==> src/rtl/sigmoid_scheduler.sv <==
// sigmoid_scheduler: round-robin sharing of one fixed-latency sigmoid pipeline
// among NUM_REQ requesters, with tagged issue and a credit-protected response FIFO.
module sigmoid_scheduler #(
  parameter int NUM_REQ     = 4,
  parameter int DATA_W      = 16,
  parameter int SIG_LATENCY = 5,
  parameter int FIFO_DEPTH  = 4
) (
  input  logic                       clock,
  input  logic                       reset,
  input  logic [NUM_REQ-1:0]         req_valid,
  input  logic [NUM_REQ*DATA_W-1:0]  req_data,
  output logic [NUM_REQ-1:0]         req_ready,
  output logic [DATA_W-1:0]          sig_in_data,
  input  logic [DATA_W-1:0]          sig_out_data,
  output logic                       resp_valid,
  output logic [$clog2(NUM_REQ)-1:0] resp_id,
  output logic [DATA_W-1:0]          resp_data,
  input  logic                       resp_ready,
  output logic                       busy
);
  localparam int IW = $clog2(NUM_REQ);
  localparam int AW = $clog2(FIFO_DEPTH);
  localparam int CW = AW + 1;

  logic [IW-1:0]                 r_rr_ptr;
  logic [IW-1:0]                 w_gid;
  logic [IW-1:0]                 w_idx;
  logic                          w_found;
  logic                          w_issue;
  logic                          w_push;
  logic                          w_pop;
  logic [CW-1:0]                 r_inflight;
  logic [CW-1:0]                 r_count;
  logic [AW-1:0]                 r_wr;
  logic [AW-1:0]                 r_rd;
  logic [SIG_LATENCY:0]          r_tag_v;
  logic [(SIG_LATENCY+1)*IW-1:0] r_tag_id;
  logic [IW+DATA_W-1:0]          r_mem [FIFO_DEPTH];
  logic [DATA_W-1:0]             r_sig_in;

  always_comb begin
    w_found = 1'b0;
    w_gid   = '0;
    w_idx   = '0;
    for (int k = 0; k < NUM_REQ; k++) begin
      w_idx = IW'((int'(r_rr_ptr) + k) % NUM_REQ);
      if (!w_found && req_valid[w_idx]) begin
        w_found = 1'b1;
        w_gid   = w_idx;
      end
    end
  end

  // A slot is reserved for every operand in flight, so a retiring result never finds the FIFO full
  assign w_issue     = w_found && (({1'b0, r_count} + {1'b0, r_inflight}) < (CW+1)'(FIFO_DEPTH));
  assign req_ready   = w_issue ? (NUM_REQ'(1) << w_gid) : '0;
  assign w_push      = r_tag_v[SIG_LATENCY];
  assign resp_valid  = r_count != '0;
  assign w_pop       = resp_valid && resp_ready;
  assign {resp_id, resp_data} = resp_valid ? r_mem[r_rd] : '0;
  assign busy        = (r_inflight != '0) || resp_valid;
  assign sig_in_data = r_sig_in;

  always_ff @(posedge clock or negedge reset) begin
    if (!reset) begin
      r_rr_ptr   <= '0;
      r_sig_in   <= '0;
      r_tag_v    <= '0;
      r_tag_id   <= '0;
      r_inflight <= '0;
      r_count    <= '0;
      r_wr       <= '0;
      r_rd       <= '0;
    end else begin
      if (w_issue) r_rr_ptr <= (w_gid == IW'(NUM_REQ-1)) ? '0 : w_gid + 1'b1;
      r_sig_in   <= w_issue ? req_data[w_gid*DATA_W +: DATA_W] : '0;
      r_tag_v    <= {r_tag_v[SIG_LATENCY-1:0], w_issue};
      r_tag_id   <= {r_tag_id[SIG_LATENCY*IW-1:0], w_gid};
      r_inflight <= r_inflight + CW'(w_issue) - CW'(w_push);
      r_count    <= r_count + CW'(w_push) - CW'(w_pop);
      if (w_push) r_wr <= r_wr + 1'b1;
      if (w_pop) r_rd <= r_rd + 1'b1;
    end
  end

  always_ff @(posedge clock) begin
    if (w_push) r_mem[r_wr] <= {r_tag_id[SIG_LATENCY*IW +: IW], sig_out_data};
  end
endmodule
==> config.mk <==
export PLATFORM = sky130hd
export DESIGN_NAME = sigmoid_scheduler
export DESIGN_NICKNAME = d
export VERILOG_FILES = /design/src/rtl/sigmoid_scheduler.sv
export SDC_FILE = /design/constraint.sdc
export NUM_CORES = 1
export LEC_CHECK = 0
export BUFFER_PORTS_ARGS = -buffer_cell sky130_fd_sc_hd__buf_2
export CELL_PAD_IN_SITES_DETAIL_PLACEMENT = 1
export CELL_PAD_IN_SITES_GLOBAL_PLACEMENT = 1
export CORE_ASPECT_RATIO = 1.1
export CORE_MARGIN = 1.5
export CORE_UTILIZATION = 40
export DETAILED_ROUTE_END_ITERATION = 12
export PLACE_DENSITY = 0.76
export SYNTH_ARGS = -nofsm -noshare
export SYNTH_HDL_FRONTEND = slang
export SYNTH_SLANG_ARGS = --single-unit
==> constraint.sdc <==
create_clock -name clock -period 2.12 [get_ports clock]
set_clock_uncertainty 0.05 [all_clocks]
set_input_delay 0 -clock clock [delete_from_list [all_inputs] [get_ports clock]]
set_output_delay 0 -clock clock [all_outputs]
set_load 0.005 [all_outputs]
==> impl_summary.txt, run 1 <==
----------------------------------------------------
[Floorplan]
  # rows ... 42
  Count of pins on the block boundary ... 127
  Area of the die ... 0.0133 mm²
  Starting Density ... 0.415
  Core ar. ... 0.0122 mm²
  Chip Height ... 121 µm
  X dimension of the die ... 110 µm

[Detailed routing]
  Average routed wire per standard cell ... 19.3 µm
  Wl on met1 ... 5200 µm
  # DRC ... 0
  Routed met2 length ... 7000 µm
  Starting DRC count in detailed routing ... 119
  Router iterations before antenna repair ... 4
  Via count normalized by instance count ... 5.01
  Number of vias in the routed layout ... 3489
  Routed length on met3 ... 842 µm
  Routed wire length ... 13400 µm
  Remaining antenna violation count after routing ... 0
  Topmost layer with routed signal wires ... met4

[Outcome]
  Violations in the final reports ... negative setup slack
  Run status ... finished with violations

[Timing]
  Final-layout setup total negative slack ... -1.62 ps
  Post-route fraction of the period consumed by the critical path ... 1.00
  Worst Tran Pin Value ... 593 ps
  Final Slew Violations ... 0
  Number of endpoints failing setup at the final stage ... 1
  Maximum clock frequency ... 471 MHz
  Final min period ... 2120 ps
  Rel. slew slack ... 0.605
  RSZ-0062 raised after global routing ... yes
  Crit path setup slack, layout ... -1.62 ps
  Final number of hold-violating endpoints ... 0

[Setup path]
  Top fanout value on the critical path ... 2
  Required time of the critical path ... 2360 ps
  Depth of the worst register-to-register path ... 9
  Critical Path Sink Type ... flip-flop
  Type of origin of the critical path ... flip-flop
  Data arrival, critical path ... 2360 ps
  Critical path class ... flip-flop to flip-flop

[Finish]
  Number of nets in the layout ... 631
  Layout fillers ... 1172
  Non-filler cells, final ... 697
  Layout overhead on the synthesized area ... 46.9%
  Layout cells sized above 1 ... 0.418

[Yosys]
  Post-synth EDFFs ... 72
  Yosys cell types ... 38
  Nets in the synthesized netlist ... 395
  Predominant post-synthesis flop cell ... sky130_fd_sc_hd__edfxtp_1
  Synthesized area per cell ... 17.3 µm²
  Netlist area before placement ... 0.00506 mm²
  Flip-flop and latch count after synthesis ... 118
  Gate count after technology mapping ... 292
  Post-synthesis async set-or-reset flop share ... 0.390
  Total number of yosys warnings ... 0
  Fraction of the yosys area taken by sequential cells ... 0.655

[Clock network]
  CTS tree ... done
  Clk sinks ... 118
  Clock transition at path regs ... 60 ps
  Clock Latency Late Sink ... 400 ps
  Clock root cell ... sky130_fd_sc_hd__clkbuf_16
  Number of buffers on the longest clock path ... 2
  Num CTS Buffers ... 17
  H-tree depth ... 4

[Min path]
  Hold Path Class ... input port to flip-flop
  Number of cells traversed by the worst hold path ... 4

[Global route]
  Maximum number of pins on one net before global-route repair ... 47
  GRT Resource Usage Total ... 0.220
  Global-route congestion overflow total ... 0
  Via count of the first global-routing pass ... 4074
  First-pass GRT wire length ... 21100 µm
  Antenna violations before repair ... 2

[Placed design]
  Cell count after placement ... 573
  Placer Congestion ... 0.686
  Count of port buffers added during placement ... 126
  Half-perimeter wire length after detailed placement ... 6980 µm

[Power]
  Leakage dissipation ... 3.18 nW
  Power density over the cells ... 1300 mW/mm²
  Max IR drop VDD ... 0.708 mV

[Job]
  Maxcap violations ... 0

----------------------------------------------------
==> per-layer routing <==
layer / up-vias / GRT usage
met5: - / 0
li1: 1573 / -
met3: 33 / 0.0666
met1: 1740 / 0.236
met4: 0 / 0.103
met2: 143 / 0.390
==> what timing repair did <==
item,in CTS,in global routing
endpoints found under the setup margin,6,6
pin swaps,3,1
setup buffers,4,2
cloned,1,0
hold buffers,83,0
resized for setup,6,3
hold endpoints to repair,128,0
==> cell usage after synthesis, types with 2 or more instances <==
master / count / area share
sky130_fd_sc_hd__xnor2_1: 4 / 0.0069
sky130_fd_sc_hd__mux2i_1: 32 / 0.063
sky130_fd_sc_hd__a21o_1: 2 / 0.0030
sky130_fd_sc_hd__clkbuf_1: 2 / 0.0015
sky130_fd_sc_hd__nand2_1: 6 / 0.0045
sky130_fd_sc_hd__o21ai_0: 2 / 0.0020
sky130_fd_sc_hd__nor3_1: 2 / 0.0020
sky130_fd_sc_hd__and2_1: 27 / 0.033
sky130_fd_sc_hd__buf_6: 4 / 0.0089
sky130_fd_sc_hd__ha_1: 14 / 0.035
sky130_fd_sc_hd__buf_2: 4 / 0.0040
sky130_fd_sc_hd__o22ai_2: 11 / 0.027
sky130_fd_sc_hd__fa_1: 2 / 0.0079
sky130_fd_sc_hd__dfrtp_1: 46 / 0.23
sky130_fd_sc_hd__edfxtp_1: 72 / 0.43
sky130_fd_sc_hd__o22ai_1: 5 / 0.0062
sky130_fd_sc_hd__buf_12: 3 / 0.012
sky130_fd_sc_hd__inv_1: 12 / 0.0089
sky130_fd_sc_hd__a21oi_1: 4 / 0.0040
sky130_fd_sc_hd__mux4_2: 18 / 0.080
sky130_fd_sc_hd__xor2_1: 3 / 0.0052
==> logic make-up (layout without fill, tap and decap cells) <==
logic type	after synthesis	after routing	synth area share
compound gates	29	29	0.0517
xor+xnor	7	7	0.0121
fa+ha+maj	16	16	0.0426
buf+inv	27	276	0.0376
flops	118	118	0.655
mux	50	50	0.144
other cells	0	2	0
simple gates	45	45	0.0572
==> where the power goes <==
| part | switching [mW] | total, mW | internal [mW] |
|---|---|---|---|
| Sequential | 0.267 | 3.32 | 3.05 |
| Clock | 0.986 | 2.58 | 1.59 |
| Combinational | 1.80 | 3.77 | 1.97 |
| Total | 3.05 | 9.66 | 6.61 |
==> flip-flops by register name (all words and copies together) (netlist names) <==
register / count
r_wr: 2
r_inflight: 3
r_count: 3
sig_in_data: 16
r_mem: 72
r_tag_id: 12
r_rd: 2
r_tag_v: 6
r_rr_ptr: 2
==> worst max-delay path, stage by stage (launching register included) <==
cell	delay, ps
sky130_fd_sc_hd__dfrtp_1	380
sky130_fd_sc_hd__or3_1	390
sky130_fd_sc_hd__and2_4	160
sky130_fd_sc_hd__ha_4	210
sky130_fd_sc_hd__inv_2	60
sky130_fd_sc_hd__ha_4	110
sky130_fd_sc_hd__inv_2	30
sky130_fd_sc_hd__fa_2	350
sky130_fd_sc_hd__xnor2_2	140
sky130_fd_sc_hd__xnor2_1	120
==> metrics by stage <==
stage          hold slack (ps)  total power, mW  instance area (µm²)  utilization  setup WS (ps)
6_report                  42.2             9.66                 7430        0.609          -1.62
5_1_grt                   56.6             10.3                 7430        0.609          -95.3
4_1_cts                   24.5             9.69                 7400        0.607          -19.0
3_3_place_gp              73.2             6.45                 5930        0.486           26.8
2_1_floorplan             -346             5.64                 5090            -          -27.6
3_5_place_dp              85.5             6.66                 5930        0.486          -34.7
==> worst paths after layout <==
kind                       slack (ps)                        to                   from
max                                -2      r_count[2]$_DFF_PN0_   r_count[2]$_DFF_PN0_
max in group asynchronous        1430   r_rr_ptr[1]$_DFFE_PN0N_                  reset
min in group asynchronous         160  sig_in_data[0]$_DFF_PN0_                  reset
min reg2reg                       300     r_tag_id[9]$_DFF_PN0_  r_tag_id[7]$_DFF_PN0_
max reg2reg                        -2      r_count[2]$_DFF_PN0_   r_count[2]$_DFF_PN0_
min                                40   r_rr_ptr[0]$_DFFE_PN0N_           req_valid[3]
==> area by class of cell <==
cell class	count	area, µm²	share of cell area
clock buffers	18	429	0.0578
diodes	2	5.00	0.000674
multi-input cells	147	1640	0.221
inverters	14	57.6	0.00775
flip-flops and latches	118	3310	0.446
repair buffers	230	1670	0.225
clock inverters	14	111	0.0150
well taps	154	193	0.0259
==> cells in the final DEF (no fill, tap or decap), types with 2 or more instances in the layout <==
master / synthesis / layout
sky130_fd_sc_hd__mux2i_1: 32 / 32
sky130_fd_sc_hd__buf_4: 0 / 17
sky130_fd_sc_hd__dfrtp_1: 46 / 45
sky130_fd_sc_hd__clkinv_4: 1 / 3
sky130_fd_sc_hd__buf_12: 3 / 2
sky130_fd_sc_hd__dlygate4sd3_1: 0 / 83
sky130_fd_sc_hd__nand2_1: 6 / 6
sky130_fd_sc_hd__a21oi_1: 4 / 4
sky130_fd_sc_hd__clkinv_2: 0 / 5
sky130_fd_sc_hd__o22ai_1: 5 / 4
sky130_fd_sc_hd__xnor2_1: 4 / 3
sky130_fd_sc_hd__clkinv_1: 0 / 2
sky130_fd_sc_hd__and2_1: 27 / 24
sky130_fd_sc_hd__clkinvlp_4: 0 / 3
sky130_fd_sc_hd__mux4_2: 18 / 18
sky130_fd_sc_hd__a21o_1: 2 / 2
sky130_fd_sc_hd__diode_2: 0 / 2
sky130_fd_sc_hd__and2_4: 0 / 3
sky130_fd_sc_hd__edfxtp_1: 72 / 72
sky130_fd_sc_hd__o21ai_0: 2 / 2
sky130_fd_sc_hd__clkbuf_16: 0 / 17
sky130_fd_sc_hd__inv_1: 12 / 10
sky130_fd_sc_hd__o22ai_2: 11 / 12
sky130_fd_sc_hd__ha_4: 0 / 3
sky130_fd_sc_hd__xor2_1: 3 / 3
sky130_fd_sc_hd__buf_2: 4 / 126
sky130_fd_sc_hd__ha_1: 14 / 11
sky130_fd_sc_hd__inv_2: 1 / 3
Note: power is estimated with default switching activity, not from simulation.
==> run 2, diff against run 1 <==
--- a/config.mk
+++ b/config.mk
@@ -6,13 +6,14 @@
 export NUM_CORES = 1
 export LEC_CHECK = 0
 export BUFFER_PORTS_ARGS = -buffer_cell sky130_fd_sc_hd__buf_2
+export CAP_MARGIN = 0
 export CELL_PAD_IN_SITES_DETAIL_PLACEMENT = 1
 export CELL_PAD_IN_SITES_GLOBAL_PLACEMENT = 1
 export CORE_ASPECT_RATIO = 1.1
-export CORE_MARGIN = 1.5
-export CORE_UTILIZATION = 40
+export CORE_UTILIZATION = 41
+export CTS_BUF_LIST = sky130_fd_sc_hd__clkbuf_8
 export DETAILED_ROUTE_END_ITERATION = 12
-export PLACE_DENSITY = 0.76
+export PLACE_DENSITY = 0.78
 export SYNTH_ARGS = -nofsm -noshare
 export SYNTH_HDL_FRONTEND = slang
 export SYNTH_SLANG_ARGS = --single-unit
==> run 2 against run 1 <==
Compared with the run above:
- the flow still finishes with violations (negative setup slack)
- worst setup slack lost 44 ps
- critical path depth shrank 1
- sequential power shrank 2%
- wire length rose by 4.5%
- critical path type unchanged
- largest cell class unchanged
- highest routed layer unchanged
==> impl_summary.txt, run 2 (synthesized netlist as in run 1, its figures left out) <==
----------------------------------------------------
[Timing]
  Worst Tran Pin Value ... 889 ps
  Final min period ... 2170 ps
  Maximum clock frequency ... 462 MHz
  RSZ-0062 raised after global routing ... yes
  Rel. slew slack ... 0.407
  Crit path setup slack, layout ... -46.0 ps
  Post-route fraction of the period consumed by the critical path ... 1.02
  Final Slew Violations ... 0
  Final number of hold-violating endpoints ... 0
  Number of endpoints failing setup at the final stage ... 6
  Final-layout setup total negative slack ... -72.1 ps

[Setup path]
  FF-to-FF End ... r_inflight[1]$_DFF_PN0_
  Data arrival, critical path ... 2400 ps
  Required time of the critical path ... 2360 ps
  Critical Path Sink Type ... flip-flop
  Depth of the worst register-to-register path ... 8
  Reg-to-reg startpoint ... r_count[2]$_DFF_PN0_
  Register-to-register setup slack ... -50 ps
  Type of origin of the critical path ... flip-flop
  Top fanout value on the critical path ... 2
  Critical path class ... flip-flop to flip-flop

[Clock network]
  Number of buffers on the longest clock path ... 2
  Clock transition at path regs ... 70 ps
  H-tree depth ... 4
  Clock root cell ... sky130_fd_sc_hd__clkbuf_8
  CTS tree ... done
  Clk sinks ... 118
  Num CTS Buffers ... 17
  Clock Latency Late Sink ... 420 ps

[Finish]
  Most common cell after layout, fill and taps aside ... sky130_fd_sc_hd__buf_2
  Area of all placed cells without fillers ... 0.00746 mm²
  Largest Register ... r_mem
  Number of flip-flops in the largest register ... 72
  Core occupancy in the finished layout ... 0.620
  Number of nets in the layout ... 646
  Layout cells sized above 1 ... 0.441
  Non-filler cells, final ... 711
  Top library cells by usage in the layout, fill and taps aside ... sky130_fd_sc_hd__buf_2 (122), sky130_fd_sc_hd__dlygate4sd3_1 (85), sky130_fd_sc_hd__edfxtp_1 (72), sky130_fd_sc_hd__dfrtp_1 (46), sky130_fd_sc_hd__mux2i_1 (31)
  Layout overhead on the synthesized area ... 47.6%

[Global route]
  GRT Resource Usage Total ... 0.234
  Maximum number of pins on one net before global-route repair ... 39
  Antenna violations before repair ... 1
  Global-route congestion overflow total ... 0
  First-pass GRT wire length ... 21700 µm
  Via count of the first global-routing pass ... 4194

[Floorplan]
  X dimension of the die ... 108 µm
  Chip Height ... 118 µm
  Count of pins on the block boundary ... 127
  Core ar. ... 0.0120 mm²
  Starting Density ... 0.420
  Area of the die ... 0.0128 mm²
  # rows ... 42

[Power]
  Leakage dissipation ... 3.20 nW
  Power density over the cells ... 1280 mW/mm²
  Total design power ... 9.56 mW
  Max IR drop VDD ... 0.699 mV

[Detailed routing]
  Number of vias in the routed layout ... 3581
  Average routed wire per standard cell ... 19.7 µm
  Starting DRC count in detailed routing ... 109
  # DRC ... 0
  Remaining antenna violation count after routing ... 0
  Via count normalized by instance count ... 5.04
  Router iterations before antenna repair ... 4
  Routed wire length ... 14000 µm

[Placed design]
  Cell count after placement ... 581
  Half-perimeter wire length after detailed placement ... 7290 µm
  Placer Congestion ... 0.733
  Standard cell area after detailed placement ... 0.00597 mm²
  Count of port buffers added during placement ... 126

[Min path]
  Worst hold path endpoint ... r_rr_ptr[0]$_DFFE_PN0N_
  Number of cells traversed by the worst hold path ... 4
  Hold Path Class ... input port to flip-flop
  Hold Path Origin ... req_valid[1]

[Outcome]
  Run status ... finished with violations
  Violations in the final reports ... negative setup slack

[Job]
  Maxcap violations ... 0

----------------------------------------------------
-- run 2: cell count changes in the layout (fill, tap and decap cells not counted), sizes merged, moves of 2 or more --
| cell | previous run | this run |
|---|---|---|
| buf | 146 | 159 |
| clkinv | 10 | 8 |
| bufinv | 1 | 4 |
| dlygate4sd3 | 83 | 85 |
-- run 2: power breakdown --
part           switching, mW  internal, mW  leakage [nW]
Combinational           1.96          2.12          1.75
Clock                  0.929          1.29         0.216
Sequential             0.228          3.04          1.23
Total                   3.12          6.45          3.20
-- run 2: area by class of cell --
| class | count | area (µm²) |
|---|---|---|
| multi-input cells | 148 | 1680 |
| diodes | 1 | 2.50 |
| flip-flops and latches | 118 | 3310 |
| clock buffers | 17 | 234 |
| well taps | 154 | 193 |
| repair buffers | 244 | 1780 |
| clock inverters | 15 | 203 |
| inverters | 14 | 60.1 |
| fillers | 1131 | 4570 |
-- run 2: critical path, cell delays in order (launching register included) --
cell and delay [ps]:
sky130_fd_sc_hd__dfrtp_1 410, sky130_fd_sc_hd__buf_6 130, sky130_fd_sc_hd__ha_4 210, sky130_fd_sc_hd__nor3_4 210, sky130_fd_sc_hd__o41ai_2 110, sky130_fd_sc_hd__a31oi_2 200, sky130_fd_sc_hd__buf_4 140, sky130_fd_sc_hd__ha_1 150
sky130_fd_sc_hd__fa_1 420
-- run 2: how the worst max path moves through the flow --
stage,startpoint,end,slack [ps],depth (start not counted)
after floorplan,r_count[2]$_DFF_PN0_,r_count[2]$_DFF_PN0_,-30,9
after global placement,r_count[2]$_DFF_PN0_,r_count[2]$_DFF_PN0_,30,9
after detailed placement,r_count[2]$_DFF_PN0_,r_count[2]$_DFF_PN0_,-50,9
after CTS,r_count[2]$_DFF_PN0_,r_count[2]$_DFF_PN0_,-10,9
after global routing,r_count[2]$_DFF_PN0_,req_ready[1],-110,8
final,r_count[2]$_DFF_PN0_,r_inflight[1]$_DFF_PN0_,-50,8
-- run 2: repair_timing --
item	4_1_cts	5_1_grt
gates cloned	0	1
pin swaps	7	6
buffers inserted	9	2
resized for setup	7	13
hold buffers	85	0
hold endpoints to repair	119	0
endpoints found under the setup margin	5	22
-- run 2: through the flow --
| step | hold WS (ps) | setup slack, ps |
|---|---|---|
| 2_1_floorplan | -346 | -27.6 |
| 3_3_place_gp | 87.1 | 25.3 |
| 3_5_place_dp | 125 | -53.4 |
| 4_1_cts | 14.7 | -12.1 |
| 5_1_grt | 74.9 | -111 |
| 6_report | 79.6 | -46.0 |
-- run 2: routing by layer --
| layer | vias up | share of wire | global-route usage | wire (µm) |
|---|---|---|---|---|
| li1 | 1602 | - | - | - |
| met1 | 1777 | 0.37 | 0.241 | 5200 |
| met2 | 157 | 0.54 | 0.413 | 7520 |
| met3 | 45 | 0.055 | 0.0811 | 766 |
| met4 | 0 | 0.039 | 0.123 | 549 |
| met5 | - | 0 | 0 | 0 |
==> run 3, diff against run 2 <==
--- a/config.mk
+++ b/config.mk
@@ -10,10 +10,9 @@
 export CELL_PAD_IN_SITES_DETAIL_PLACEMENT = 1
 export CELL_PAD_IN_SITES_GLOBAL_PLACEMENT = 1
 export CORE_ASPECT_RATIO = 1.1
-export CORE_UTILIZATION = 41
-export CTS_BUF_LIST = sky130_fd_sc_hd__clkbuf_8
+export CORE_UTILIZATION = 40
 export DETAILED_ROUTE_END_ITERATION = 12
-export PLACE_DENSITY = 0.78
+export PLACE_DENSITY = 0.76
 export SYNTH_ARGS = -nofsm -noshare
 export SYNTH_HDL_FRONTEND = slang
 export SYNTH_SLANG_ARGS = --single-unit
==> run 3 against run 2 <==
Compared with the run above:
- the run still ends with negative setup slack left
- sequential power up 3%
- via count is 3.3% lower
- first-iteration DRC count increased by 14%
- flip-flop and latch count did not move
- power grew 5.6%
- non-clock buffer count fell by 10
- wire length is 1.7% higher
- critical path type unchanged
- highest routed layer unchanged
==> impl_summary.txt, run 3 (synthesized netlist as in run 1, its figures left out) <==
----------------------------------------------------
[Outcome]
  Run status ... finished with violations
  Violations in the final reports ... negative setup slack

[Global route]
  Maximum number of pins on one net before global-route repair ... 39
  Antenna violations before repair ... 1
  GRT Resource Usage Total ... 0.237
  First-pass GRT wire length ... 22200 µm
  Global-route congestion overflow total ... 0
  Via count of the first global-routing pass ... 4167

[Power]
  Leakage dissipation ... 3.21 nW
  Share of total power consumed by net switching ... 0.308
  Fraction of power consumed by the clock network ... 0.293
  Part of the total power dissipated in sequential elements ... 0.334
  Max IR drop VDD ... 0.647 mV
  Power density over the cells ... 1350 mW/mm²
  Comb pwr share ... 0.373
  Switch Pwr ... 3.11 mW
  Int Power ... 6.99 mW

[Finish]
  Number of flip-flops in the largest register ... 72
  Top library cells by usage in the layout, fill and taps aside ... sky130_fd_sc_hd__buf_2 (126), sky130_fd_sc_hd__dlygate4sd3_1 (84), sky130_fd_sc_hd__edfxtp_1 (72), sky130_fd_sc_hd__dfrtp_1 (44), sky130_fd_sc_hd__mux2i_1 (32)
  Layout cells sized above 1 ... 0.422
  Most common cell after layout, fill and taps aside ... sky130_fd_sc_hd__buf_2
  Layout overhead on the synthesized area ... 48.5%
  Core occupancy in the finished layout ... 0.616
  Non-filler cells, final ... 700
  Largest Register ... r_mem
  Number of nets in the layout ... 635

[Clock network]
  Clock transition at path regs ... 60 ps
  H-tree depth ... 4
  Clock root cell ... sky130_fd_sc_hd__clkbuf_16
  Clock Latency Late Sink ... 410 ps
  Number of buffers on the longest clock path ... 2
  Num CTS Buffers ... 17
  CTS tree ... done
  Clk sinks ... 118

[Setup path]
  Type of origin of the critical path ... flip-flop
  Critical Path Sink Type ... flip-flop
  Critical path class ... flip-flop to flip-flop
  Top fanout value on the critical path ... 2
  Data arrival, critical path ... 2380 ps
  Required time of the critical path ... 2350 ps

[Floorplan]
  Starting Density ... 0.415
  Chip Height ... 120 µm
  Core ar. ... 0.0122 mm²
  X dimension of the die ... 109 µm
  Count of pins on the block boundary ... 127
  Area of the die ... 0.0131 mm²
  # rows ... 42

[Detailed routing]
  Number of vias in the routed layout ... 3463
  Remaining antenna violation count after routing ... 0
  Average routed wire per standard cell ... 20.4 µm
  Router iterations before antenna repair ... 4
  Starting DRC count in detailed routing ... 124
  Via count normalized by instance count ... 4.95
  # DRC ... 0
  Routed wire length ... 14300 µm

[Placed design]
  Placer Congestion ... 0.715
  Cell count after placement ... 574
  Half-perimeter wire length after detailed placement ... 7570 µm
  Post-placement setup slack ... -40.8 ps
  Count of port buffers added during placement ... 126

[Timing]
  Post-route fraction of the period consumed by the critical path ... 1.01
  Worst Tran Pin Value ... 504 ps
  Final min period ... 2150 ps
  Final Slew Violations ... 0
  Number of endpoints failing setup at the final stage ... 1
  Rel. slew slack ... 0.664
  Final number of hold-violating endpoints ... 0
  RSZ-0062 raised after global routing ... yes
  Crit path setup slack, layout ... -29.2 ps
  Maximum clock frequency ... 465 MHz

[Job]
  Maxcap violations ... 0

[Min path]
  Hold Path Class ... input port to flip-flop

----------------------------------------------------
[run 3: changes by cell type in the layout (fill, tap and decap cells not counted), sizes merged]
| cell | before | now |
|---|---|---|
| inv | 15 | 13 |
| dlygate4sd3 | 85 | 84 |
| clkbuf | 17 | 18 |
| buf | 159 | 150 |
| nand2 | 9 | 8 |
| clkinvlp | 2 | 3 |
[run 3: path summary, 6_finish.rpt]
kind,from,to,slack [ps],depth (start not counted)
max,r_count[0]$_DFF_PN0_,r_count[2]$_DFF_PN0_,-30,9
min,req_valid[0],r_tag_id[0]$_DFF_PN0_,20,3
max reg2reg,r_count[0]$_DFF_PN0_,r_count[2]$_DFF_PN0_,-30,9
min reg2reg,r_tag_id[9]$_DFF_PN0_,r_tag_id[11]$_DFF_PN0_,300,0
max in group asynchronous,reset,r_rr_ptr[1]$_DFFE_PN0N_,1110,3
min in group asynchronous,reset,sig_in_data[2]$_DFF_PN0_,160,3
[run 3: what timing repair did]
action,in CTS,in global routing
buffers inserted,5,4
gates cloned,0,0
hold endpoints to repair,128,0
setup endpoints to repair,6,23
resized for setup,7,3
hold buffers,84,0
pin swaps,6,4
[run 3: power groups by stage]
stage / sequential [mW] / clock, mW / combinational, mW
floorplan: 3.28 / 0 / 2.37
global placement: 3.35 / 0 / 3.13
detailed placement: 3.39 / 0 / 3.27
CTS: 3.38 / 3.01 / 3.63
global route: 3.44 / 3.12 / 4.15
finish: 3.38 / 2.95 / 3.77
[run 3: critical path: stages, from the launching register on]
cell                      delay, ps
sky130_fd_sc_hd__dfrtp_1        380
sky130_fd_sc_hd__or3_4          390
sky130_fd_sc_hd__and2_4         160
sky130_fd_sc_hd__ha_4           210
sky130_fd_sc_hd__inv_2           60
sky130_fd_sc_hd__ha_4           120
sky130_fd_sc_hd__inv_2           40
sky130_fd_sc_hd__fa_2           370
sky130_fd_sc_hd__xnor2_2        150
sky130_fd_sc_hd__xnor2_1        120
[run 3: stage by stage]
stage               cell area, µm²  total power, mW  hold slack (ps)  TNS [ps]
finish                        7510             10.1             19.3     -29.2
global route                  7510             10.7             42.6      -237
CTS                           7460             10.0             8.24     -36.8
detailed placement            5930             6.67             -166     -40.8
global placement              5930             6.48             -183         0
floorplan                     5090             5.64             -346     -27.6
[run 3: metal layers]
layer  GRT usage  part of all wire  up-vias
met5           0                 0        -
met4       0.104             0.036        0
met3      0.0913             0.062       34
met2       0.416              0.53      147
met1       0.249              0.38     1703
li1            -                 -     1579
[run 3: cell type report]
class	instances	area, µm²
Timing Repair Buffer	234	1680
Tap cell	154	193
Fill cell	1151	4690
Clock inverter	14	184
Clock buffer	18	429
Antenna cell	1	2.50
Multi-Input combinational cell	147	1640
Inverter	14	57.6
Sequential cell	118	3320
